File: src/rtl/uni_controle_multiciclo.sv
// Multicycle control FSM for the RV64 datapath: decodes IR and sequences fetch, decode,
// execute, memory and write-back phases, with a memory-latency counter and a sticky illegal-instruction trap.
module uni_controle_multiciclo #(
    parameter int unsigned MEM_LAT  = 1,
    parameter int unsigned ALU_OP_W = 3,
    parameter int unsigned STATE_W  = 4
) (
    input  logic                clk,
    input  logic                rst_n,
    input  logic [31:0]         instrucao,
    input  logic                zero,
    output logic [ALU_OP_W-1:0] estado_ula,
    output logic                escrita_pc,
    output logic                sel_pc,
    output logic                rw_memoria,
    output logic                sel_end,
    output logic                escreve_instr,
    output logic                escreve_a,
    output logic                escreve_b,
    output logic                escreve_aluout,
    output logic                escreve_mdr,
    output logic                escreve_banco,
    output logic                sel_mux_a,
    output logic [1:0]          sel_mux_b,
    output logic [1:0]          sel_wb,
    output logic                excecao,
    output logic [STATE_W-1:0]  estado_atual
);

    localparam int unsigned CNT_W = (MEM_LAT > 1) ? $clog2(MEM_LAT) : 1;
    localparam logic [CNT_W-1:0] CNT_RELOAD = CNT_W'(MEM_LAT - 1);

    localparam logic [ALU_OP_W-1:0] ULA_ADD = ALU_OP_W'(1);
    localparam logic [ALU_OP_W-1:0] ULA_SUB = ALU_OP_W'(2);
    localparam logic [ALU_OP_W-1:0] ULA_AND = ALU_OP_W'(3);
    localparam logic [ALU_OP_W-1:0] ULA_OR  = ALU_OP_W'(4);

    localparam logic [6:0] OP_R      = 7'b0110011;
    localparam logic [6:0] OP_I      = 7'b0010011;
    localparam logic [6:0] OP_LOAD   = 7'b0000011;
    localparam logic [6:0] OP_STORE  = 7'b0100011;
    localparam logic [6:0] OP_BRANCH = 7'b1100011;
    localparam logic [6:0] OP_LUI    = 7'b0110111;
    localparam logic [6:0] OP_JAL    = 7'b1101111;

    typedef enum logic [3:0] {
        S_RESET   = 4'd0,
        S_BUSCA   = 4'd1,
        S_DECODE  = 4'd2,
        S_EXEC_R  = 4'd3,
        S_EXEC_I  = 4'd4,
        S_WB_ALU  = 4'd5,
        S_ADDR    = 4'd6,
        S_MEM_LD  = 4'd7,
        S_WB_MEM  = 4'd8,
        S_MEM_ST  = 4'd9,
        S_BRANCH  = 4'd10,
        S_LUI     = 4'd11,
        S_JAL     = 4'd12,
        S_EXCECAO = 4'd13
    } state_e;

    state_e           state_q, state_d;
    logic [CNT_W-1:0] cnt_q, cnt_d;

    logic [6:0] opcode;
    logic [2:0] funct3;
    logic [6:0] funct7;
    logic       unused_instr_bits;

    assign opcode            = instrucao[6:0];
    assign funct3            = instrucao[14:12];
    assign funct7            = instrucao[31:25];
    assign unused_instr_bits = ^{instrucao[24:15], instrucao[11:7]};
    assign estado_atual      = STATE_W'(state_q);

    always_ff @(posedge clk or negedge rst_n) begin
        if (!rst_n) begin
            state_q <= S_RESET;
            cnt_q   <= CNT_RELOAD;
        end else begin
            state_q <= state_d;
            cnt_q   <= cnt_d;
        end
    end

    // Next state and Moore controls; the wait counter is reloaded in every non-waiting state.
    always_comb begin
        state_d        = state_q;
        cnt_d          = CNT_RELOAD;
        estado_ula     = '0;
        escrita_pc     = 1'b0;
        sel_pc         = 1'b0;
        rw_memoria     = 1'b0;
        sel_end        = 1'b0;
        escreve_instr  = 1'b0;
        escreve_a      = 1'b0;
        escreve_b      = 1'b0;
        escreve_aluout = 1'b0;
        escreve_mdr    = 1'b0;
        escreve_banco  = 1'b0;
        sel_mux_a      = 1'b0;
        sel_mux_b      = 2'd0;
        sel_wb         = 2'd0;
        excecao        = 1'b0;

        case (state_q)
            S_RESET: state_d = S_BUSCA;
            S_BUSCA: begin
                if (cnt_q != '0) begin
                    cnt_d = cnt_q - CNT_W'(1);
                end else begin
                    escreve_instr = 1'b1;
                    escrita_pc    = 1'b1;
                    sel_mux_b     = 2'd1;
                    estado_ula    = ULA_ADD;
                    state_d       = S_DECODE;
                end
            end
            S_DECODE: begin
                escreve_a      = 1'b1;
                escreve_b      = 1'b1;
                escreve_aluout = 1'b1;
                sel_mux_b      = 2'd2;
                estado_ula     = ULA_ADD;
                case (opcode)
                    OP_R:               state_d = S_EXEC_R;
                    OP_I:               state_d = S_EXEC_I;
                    OP_LOAD, OP_STORE:  state_d = S_ADDR;
                    OP_BRANCH:          state_d = S_BRANCH;
                    OP_LUI:             state_d = S_LUI;
                    OP_JAL:             state_d = S_JAL;
                    default:            state_d = S_EXCECAO;
                endcase
            end
            S_EXEC_R: begin
                state_d = S_WB_ALU;
                case ({funct7, funct3})
                    10'b0000000_000: estado_ula = ULA_ADD;
                    10'b0100000_000: estado_ula = ULA_SUB;
                    10'b0000000_111: estado_ula = ULA_AND;
                    10'b0000000_110: estado_ula = ULA_OR;
                    default:         state_d    = S_EXCECAO;
                endcase
                if (state_d == S_WB_ALU) begin
                    sel_mux_a      = 1'b1;
                    escreve_aluout = 1'b1;
                end
            end
            S_EXEC_I: begin
                if (funct3 == 3'b000) begin
                    estado_ula     = ULA_ADD;
                    sel_mux_a      = 1'b1;
                    sel_mux_b      = 2'd2;
                    escreve_aluout = 1'b1;
                    state_d        = S_WB_ALU;
                end else begin
                    state_d = S_EXCECAO;
                end
            end
            S_WB_ALU: begin
                escreve_banco = 1'b1;
                state_d       = S_BUSCA;
            end
            S_ADDR: begin
                estado_ula     = ULA_ADD;
                sel_mux_a      = 1'b1;
                sel_mux_b      = 2'd2;
                escreve_aluout = 1'b1;
                state_d        = (opcode == OP_LOAD) ? S_MEM_LD : S_MEM_ST;
            end
            S_MEM_LD: begin
                sel_end = 1'b1;
                if (cnt_q != '0) begin
                    cnt_d = cnt_q - CNT_W'(1);
                end else begin
                    escreve_mdr = 1'b1;
                    state_d     = S_WB_MEM;
                end
            end
            S_WB_MEM: begin
                escreve_banco = 1'b1;
                sel_wb        = 2'd1;
                state_d       = S_BUSCA;
            end
            S_MEM_ST: begin
                sel_end    = 1'b1;
                rw_memoria = 1'b1;
                state_d    = S_BUSCA;
            end
            S_BRANCH: begin
                if (funct3 == 3'b000 || funct3 == 3'b001) begin
                    estado_ula = ULA_SUB;
                    sel_mux_a  = 1'b1;
                    sel_pc     = 1'b1;
                    escrita_pc = (funct3 == 3'b000) ? zero : !zero;
                    state_d    = S_BUSCA;
                end else begin
                    state_d = S_EXCECAO;
                end
            end
            S_LUI: begin
                escreve_banco = 1'b1;
                sel_wb        = 2'd2;
                state_d       = S_BUSCA;
            end
            S_JAL: begin
                escreve_banco = 1'b1;
                sel_wb        = 2'd3;
                escrita_pc    = 1'b1;
                sel_pc        = 1'b1;
                state_d       = S_BUSCA;
            end
            S_EXCECAO: excecao = 1'b1;
            default:   state_d = S_RESET;
        endcase
    end

endmodule

File: config.mk
export PLATFORM = sky130hd
export DESIGN_NAME = uni_controle_multiciclo
export DESIGN_NICKNAME = d
export VERILOG_FILES = /design/src/rtl/uni_controle_multiciclo.sv
export SDC_FILE = /design/constraint.sdc
export NUM_CORES = 1
export LEC_CHECK = 0
export CAP_MARGIN = 20
export CORE_MARGIN = 2
export CORE_UTILIZATION = 35
export DETAILED_ROUTE_END_ITERATION = 12
export PLACE_DENSITY = 0.93
export SLEW_MARGIN = 10
export SYNTH_ARGS = -nofsm -noshare
export SYNTH_HDL_FRONTEND = slang
export SYNTH_SLANG_ARGS = --single-unit
File: constraint.sdc
create_clock -name clk -period 4.2 [get_ports clk]
set_clock_uncertainty 0.05 [all_clocks]
set_input_delay 0.84 -clock clk [delete_from_list [all_inputs] [get_ports clk]]
set_output_delay 0.84 -clock clk [all_outputs]
set_load 0.02 [all_outputs]
==> impl_metrics.prom <==
# TYPE chip_impl_metric gauge
chip_impl_info{name="status",value="finished, final reports clean"} 1
chip_impl_info{name="cts_tree",value="yes"} 1
chip_impl_metric{name="share_of_the_synthesized_area_in_compound_gates_ao_oa_aoi_oai",unit=""} 0.257
chip_impl_metric{name="total_leakage_power",unit="nW"} 0.418
chip_impl_metric{name="multi_input_comb_area",unit="µm²"} 536
chip_impl_metric{name="drt_pass1_iterations",unit=""} 4
chip_impl_metric{name="ctsHoldBuffers",unit=""} 0
chip_impl_metric{name="post_synth_xor_area_fraction",unit=""} 0.0125
chip_impl_metric{name="wl_met1",unit="µm"} 900
chip_impl_metric{name="cts.sink_count",unit=""} 4
chip_impl_metric{name="syn_inst",unit=""} 99
chip_impl_metric{name="h_tree_depth",unit=""} 1
chip_impl_metric{name="syn2layout_area_growth",unit="%"} 60.9
chip_impl_metric{name="finish.utilization",unit=""} 0.587
chip_impl_metric{name="diodes",unit=""} 0
chip_impl_metric{name="global_placement_routability_congestion",unit=""} 0.811
chip_impl_metric{name="finalSetupViolations",unit=""} 0
chip_impl_metric{name="grt_antenna_before_repair",unit=""} 0
chip_impl_metric{name="cts-buffers-inserted",unit=""} 3
chip_impl_metric{name="floorplan.initialDensity",unit=""} 0.365
chip_impl_info{name="timing.critical_path.to_type",value="primary output"} 1
chip_impl_metric{name="timing.max_slew.rel_slack",unit=""} 0.659
chip_impl_metric{name="vias",unit=""} 932
chip_impl_metric{name="final_hold_viol_count",unit=""} 0
chip_impl_metric{name="placement.io_buffers",unit=""} 42
chip_impl_metric{name="avgViaCountPerCell",unit=""} 5.65
chip_impl_info{name="worstSetupStartpointType",value="input pin"} 1
chip_impl_metric{name="synth.area.mux_share",unit=""} 0.0304
chip_impl_metric{name="fillerInstances",unit=""} 179
chip_impl_metric{name="cp_data_arrival_time",unit="ns"} 2.92
chip_impl_metric{name="drt-initial-drc-count",unit=""} 39
chip_impl_metric{name="routed-wl-met2",unit="µm"} 1140
chip_impl_metric{name="cts.repair.resized",unit=""} 0
chip_impl_metric{name="synth-async-reset-ratio",unit=""} 1.00
chip_impl_info{name="route.top_layer_used",value="met4"} 1
chip_impl_metric{name="insertion_delay_of_the_later_clocked_pin_in_the_worst_skew_pair",unit="ns"} 0.23
chip_impl_metric{name="synthesis.area",unit="µm²"} 701
chip_impl_metric{name="ctsLongestPathBuffers",unit=""} 2
chip_impl_metric{name="hpwl_after_detailed_placement",unit="µm"} 1790
chip_impl_metric{name="die_w",unit="µm"} 48.7
chip_impl_metric{name="vdd_ir_drop_max",unit="V"} 0.000367
chip_impl_metric{name="synth.yosys.warnings",unit=""} 0
chip_impl_metric{name="die_h",unit="µm"} 48.7
chip_impl_metric{name="nets",unit=""} 175
chip_impl_metric{name="seqCellArea",unit="µm²"} 100
chip_impl_metric{name="critPathMaxFanout",unit=""} 6
chip_impl_metric{name="synth_edf_count",unit=""} 0
chip_impl_metric{name="ys_seq_area_frac",unit=""} 0.143
chip_impl_metric{name="num_io_pins",unit=""} 58
chip_impl_metric{name="grt_start_max_net_pins",unit=""} 18
chip_impl_metric{name="drt_drc_violations_left",unit=""} 0
chip_impl_metric{name="largest_reg_flops",unit=""} 4
chip_impl_info{name="postSynth.topFlopCell",value="sky130_fd_sc_hd__dfrtp_1"} 1
chip_impl_metric{name="final_total_negative_setup_slack",unit="ns"} 0
chip_impl_metric{name="floorplan.die_area",unit="µm²"} 2380
chip_impl_metric{name="yosys_register_bits",unit=""} 4
chip_impl_metric{name="grt_remaining_overflow",unit=""} 0
chip_impl_metric{name="grt_usage",unit=""} 0.198
chip_impl_metric{name="syn_area_per_cell",unit="µm²"} 7.08
chip_impl_metric{name="yosys.area_share.simple",unit=""} 0.464
chip_impl_metric{name="post-route-min-period",unit="ns"} 3.81
chip_impl_metric{name="timing.critical_path.required",unit="ns"} 3.31
chip_impl_info{name="cts-root-buf",value="sky130_fd_sc_hd__clkbuf_4"} 1
chip_impl_metric{name="max_clock_freq",unit="GHz"} 0.262
chip_impl_info{name="grt_setup_unrepaired",value="false"} 1
chip_impl_metric{name="yosys.area_share.adder",unit=""} 0
chip_impl_metric{name="layout-drive-gt1-share",unit=""} 0.101
chip_impl_metric{name="syn_nets",unit=""} 134
chip_impl_metric{name="row_count",unit=""} 16
chip_impl_metric{name="layout_worst_path_cycle_share",unit=""} 0.908
chip_impl_info{name="worstSetupPathType",value="input pin to primary output"} 1
chip_impl_metric{name="maxCapViolCount",unit=""} 0
chip_impl_info{name="worstHoldPathType",value="input pin to asynchronous set/reset pin"} 1
chip_impl_metric{name="fp.coreArea",unit="µm²"} 1920
chip_impl_metric{name="maxSlewViolCount",unit=""} 0
chip_impl_metric{name="routed_length_on_met3",unit="µm"} 158
chip_impl_metric{name="grt_pass1_wl",unit="µm"} 3840
chip_impl_metric{name="postRouteWirelength",unit="µm"} 2240
chip_impl_metric{name="first_global_vias",unit=""} 907
chip_impl_metric{name="power.density",unit="nW/µm²"} 565
chip_impl_metric{name="antenna_violating_nets_post_route",unit=""} 0
chip_impl_metric{name="wire_per_inst",unit="µm"} 13.6
chip_impl_metric{name="synth.distinct_cells",unit=""} 48
chip_impl_metric{name="worst-slew-pin-transition",unit="ns"} 0.511
chip_impl_metric{name="worst_setup_hold_path_clk_slew",unit="ns"} 0.04
chip_impl_metric{name="postCtsSetupRepairBufs",unit=""} 0
chip_impl_info{name="synth_top_family_by_area",value="simple AND/OR/NAND/NOR gates"} 1
cells by family after synthesis:
group / count (synthesis)
buffers and inverters: 10
XOR/XNOR: 1
flip-flops: 4
AND/OR/NAND/NOR: 56
AO/OA/AOI/OAI: 26
multiplexers: 2
cells in the final DEF, fill, tap and decap left out, types with 2 or more instances in the layout:
| cell | Yosys | layout |
|---|---|---|
| sky130_fd_sc_hd__clkdlybuf4s50_1 | 0 | 42 |
| sky130_fd_sc_hd__nand2_1 | 11 | 11 |
| sky130_fd_sc_hd__nor2_1 | 10 | 10 |
| sky130_fd_sc_hd__inv_1 | 4 | 4 |
| sky130_fd_sc_hd__nand2b_1 | 4 | 4 |
| sky130_fd_sc_hd__a21oi_1 | 4 | 4 |
| sky130_fd_sc_hd__o21ai_0 | 4 | 4 |
| sky130_fd_sc_hd__nand3_1 | 4 | 4 |
| sky130_fd_sc_hd__dfrtp_1 | 4 | 4 |
| sky130_fd_sc_hd__nor2b_1 | 3 | 3 |
| sky130_fd_sc_hd__nand3b_1 | 3 | 3 |
| sky130_fd_sc_hd__clkbuf_4 | 1 | 3 |
| sky130_fd_sc_hd__o21ai_1 | 2 | 2 |
| sky130_fd_sc_hd__nor2_2 | 2 | 2 |
| sky130_fd_sc_hd__and2_1 | 2 | 2 |
| sky130_fd_sc_hd__nor3_1 | 2 | 2 |
| sky130_fd_sc_hd__a31oi_1 | 2 | 2 |
| sky130_fd_sc_hd__o22ai_1 | 2 | 2 |
| sky130_fd_sc_hd__o311ai_1 | 2 | 2 |
| sky130_fd_sc_hd__o41ai_1 | 2 | 2 |
metal layers:
layer  up-vias  global-route usage
li1        447                   -
met1       433               0.218
met2        44               0.347
met3         8              0.0586
met4         0              0.0905
met5         -                   0
cells in the mapped netlist, types with 2 or more instances:
cell type	count	area, µm²
sky130_fd_sc_hd__a21oi_1	4	20.0
sky130_fd_sc_hd__a31oi_1	2	12.5
sky130_fd_sc_hd__and2_1	2	12.5
sky130_fd_sc_hd__buf_4	2	15.0
sky130_fd_sc_hd__buf_6	2	22.5
sky130_fd_sc_hd__dfrtp_1	4	100
sky130_fd_sc_hd__inv_1	4	15.0
sky130_fd_sc_hd__nand2_1	11	41.3
sky130_fd_sc_hd__nand2b_1	4	25.0
sky130_fd_sc_hd__nand3_1	4	20.0
sky130_fd_sc_hd__nand3b_1	3	22.5
sky130_fd_sc_hd__nor2_1	10	37.5
sky130_fd_sc_hd__nor2_2	2	12.5
sky130_fd_sc_hd__nor2b_1	3	18.8
sky130_fd_sc_hd__nor3_1	2	10.0
sky130_fd_sc_hd__o21ai_0	4	20.0
sky130_fd_sc_hd__o21ai_1	2	10.0
sky130_fd_sc_hd__o22ai_1	2	12.5
sky130_fd_sc_hd__o311ai_1	2	17.5
sky130_fd_sc_hd__o41ai_1	2	17.5
power breakdown:
| group | switching (mW) | internal [mW] |
|---|---|---|
| combinational | 0.236 | 0.233 |
| sequential | 0.0644 | 0.0560 |
| clock | 0.0153 | 0.0319 |
| total | 0.316 | 0.321 |
path summary, 6_finish.rpt:
kind	from	endpoint	slack, ns	cells past startpoint
hold reg to reg	estado_atual[3]$_DFFE_PN0N_	estado_atual[2]$_DFFE_PN0N_	0.77	2
hold / removal	rst_n	estado_atual[1]$_DFFE_PN0N_	0.75	1
setup / recovery	instrucao[12]	estado_ula[0]	0.39	6
setup reg to reg	estado_atual[2]$_DFFE_PN0N_	estado_atual[0]$_DFFE_PN0N_	2.52	4
min in group clk	estado_atual[3]$_DFFE_PN0N_	estado_atual[2]$_DFFE_PN0N_	0.77	2
max in group asynchronous	rst_n	estado_atual[0]$_DFFE_PN0N_	3.19	1
stage by stage:
| step | worst slack [ns] | area (µm²) | instances | hold slack (ns) | total power, mW |
|---|---|---|---|---|---|
| global placement | 0.495 | 1100 | 162 | 0.735 | 0.576 |
| global route | 0.233 | 1130 | 165 | 0.763 | 0.683 |
| CTS | 0.406 | 1130 | 165 | 0.753 | 0.638 |
| finish | 0.386 | 1130 | 165 | 0.753 | 0.637 |
| detailed placement | 0.404 | 1100 | 162 | 0.742 | 0.587 |
| floorplan | 1.46 | 701 | 99 | 0.494 | 0.406 |
final cells by class:
class	count	area share
inverters	4	0.0133
multi-input cells	85	0.475
clock buffers	3	0.0200
flip-flops and latches	4	0.0888
repair buffers	42	0.373
well taps	27	0.0300
worst max-delay path: stages:
cell and delay [ns]:
sky130_fd_sc_hd__clkdlybuf4s50_1 0.51, sky130_fd_sc_hd__nor3_1 0.34, sky130_fd_sc_hd__a21oi_1 0.12, sky130_fd_sc_hd__or3_1 0.36, sky130_fd_sc_hd__nand3_1 0.12, sky130_fd_sc_hd__clkdlybuf4s50_1 0.63
(Power assumes the default switching activity.)
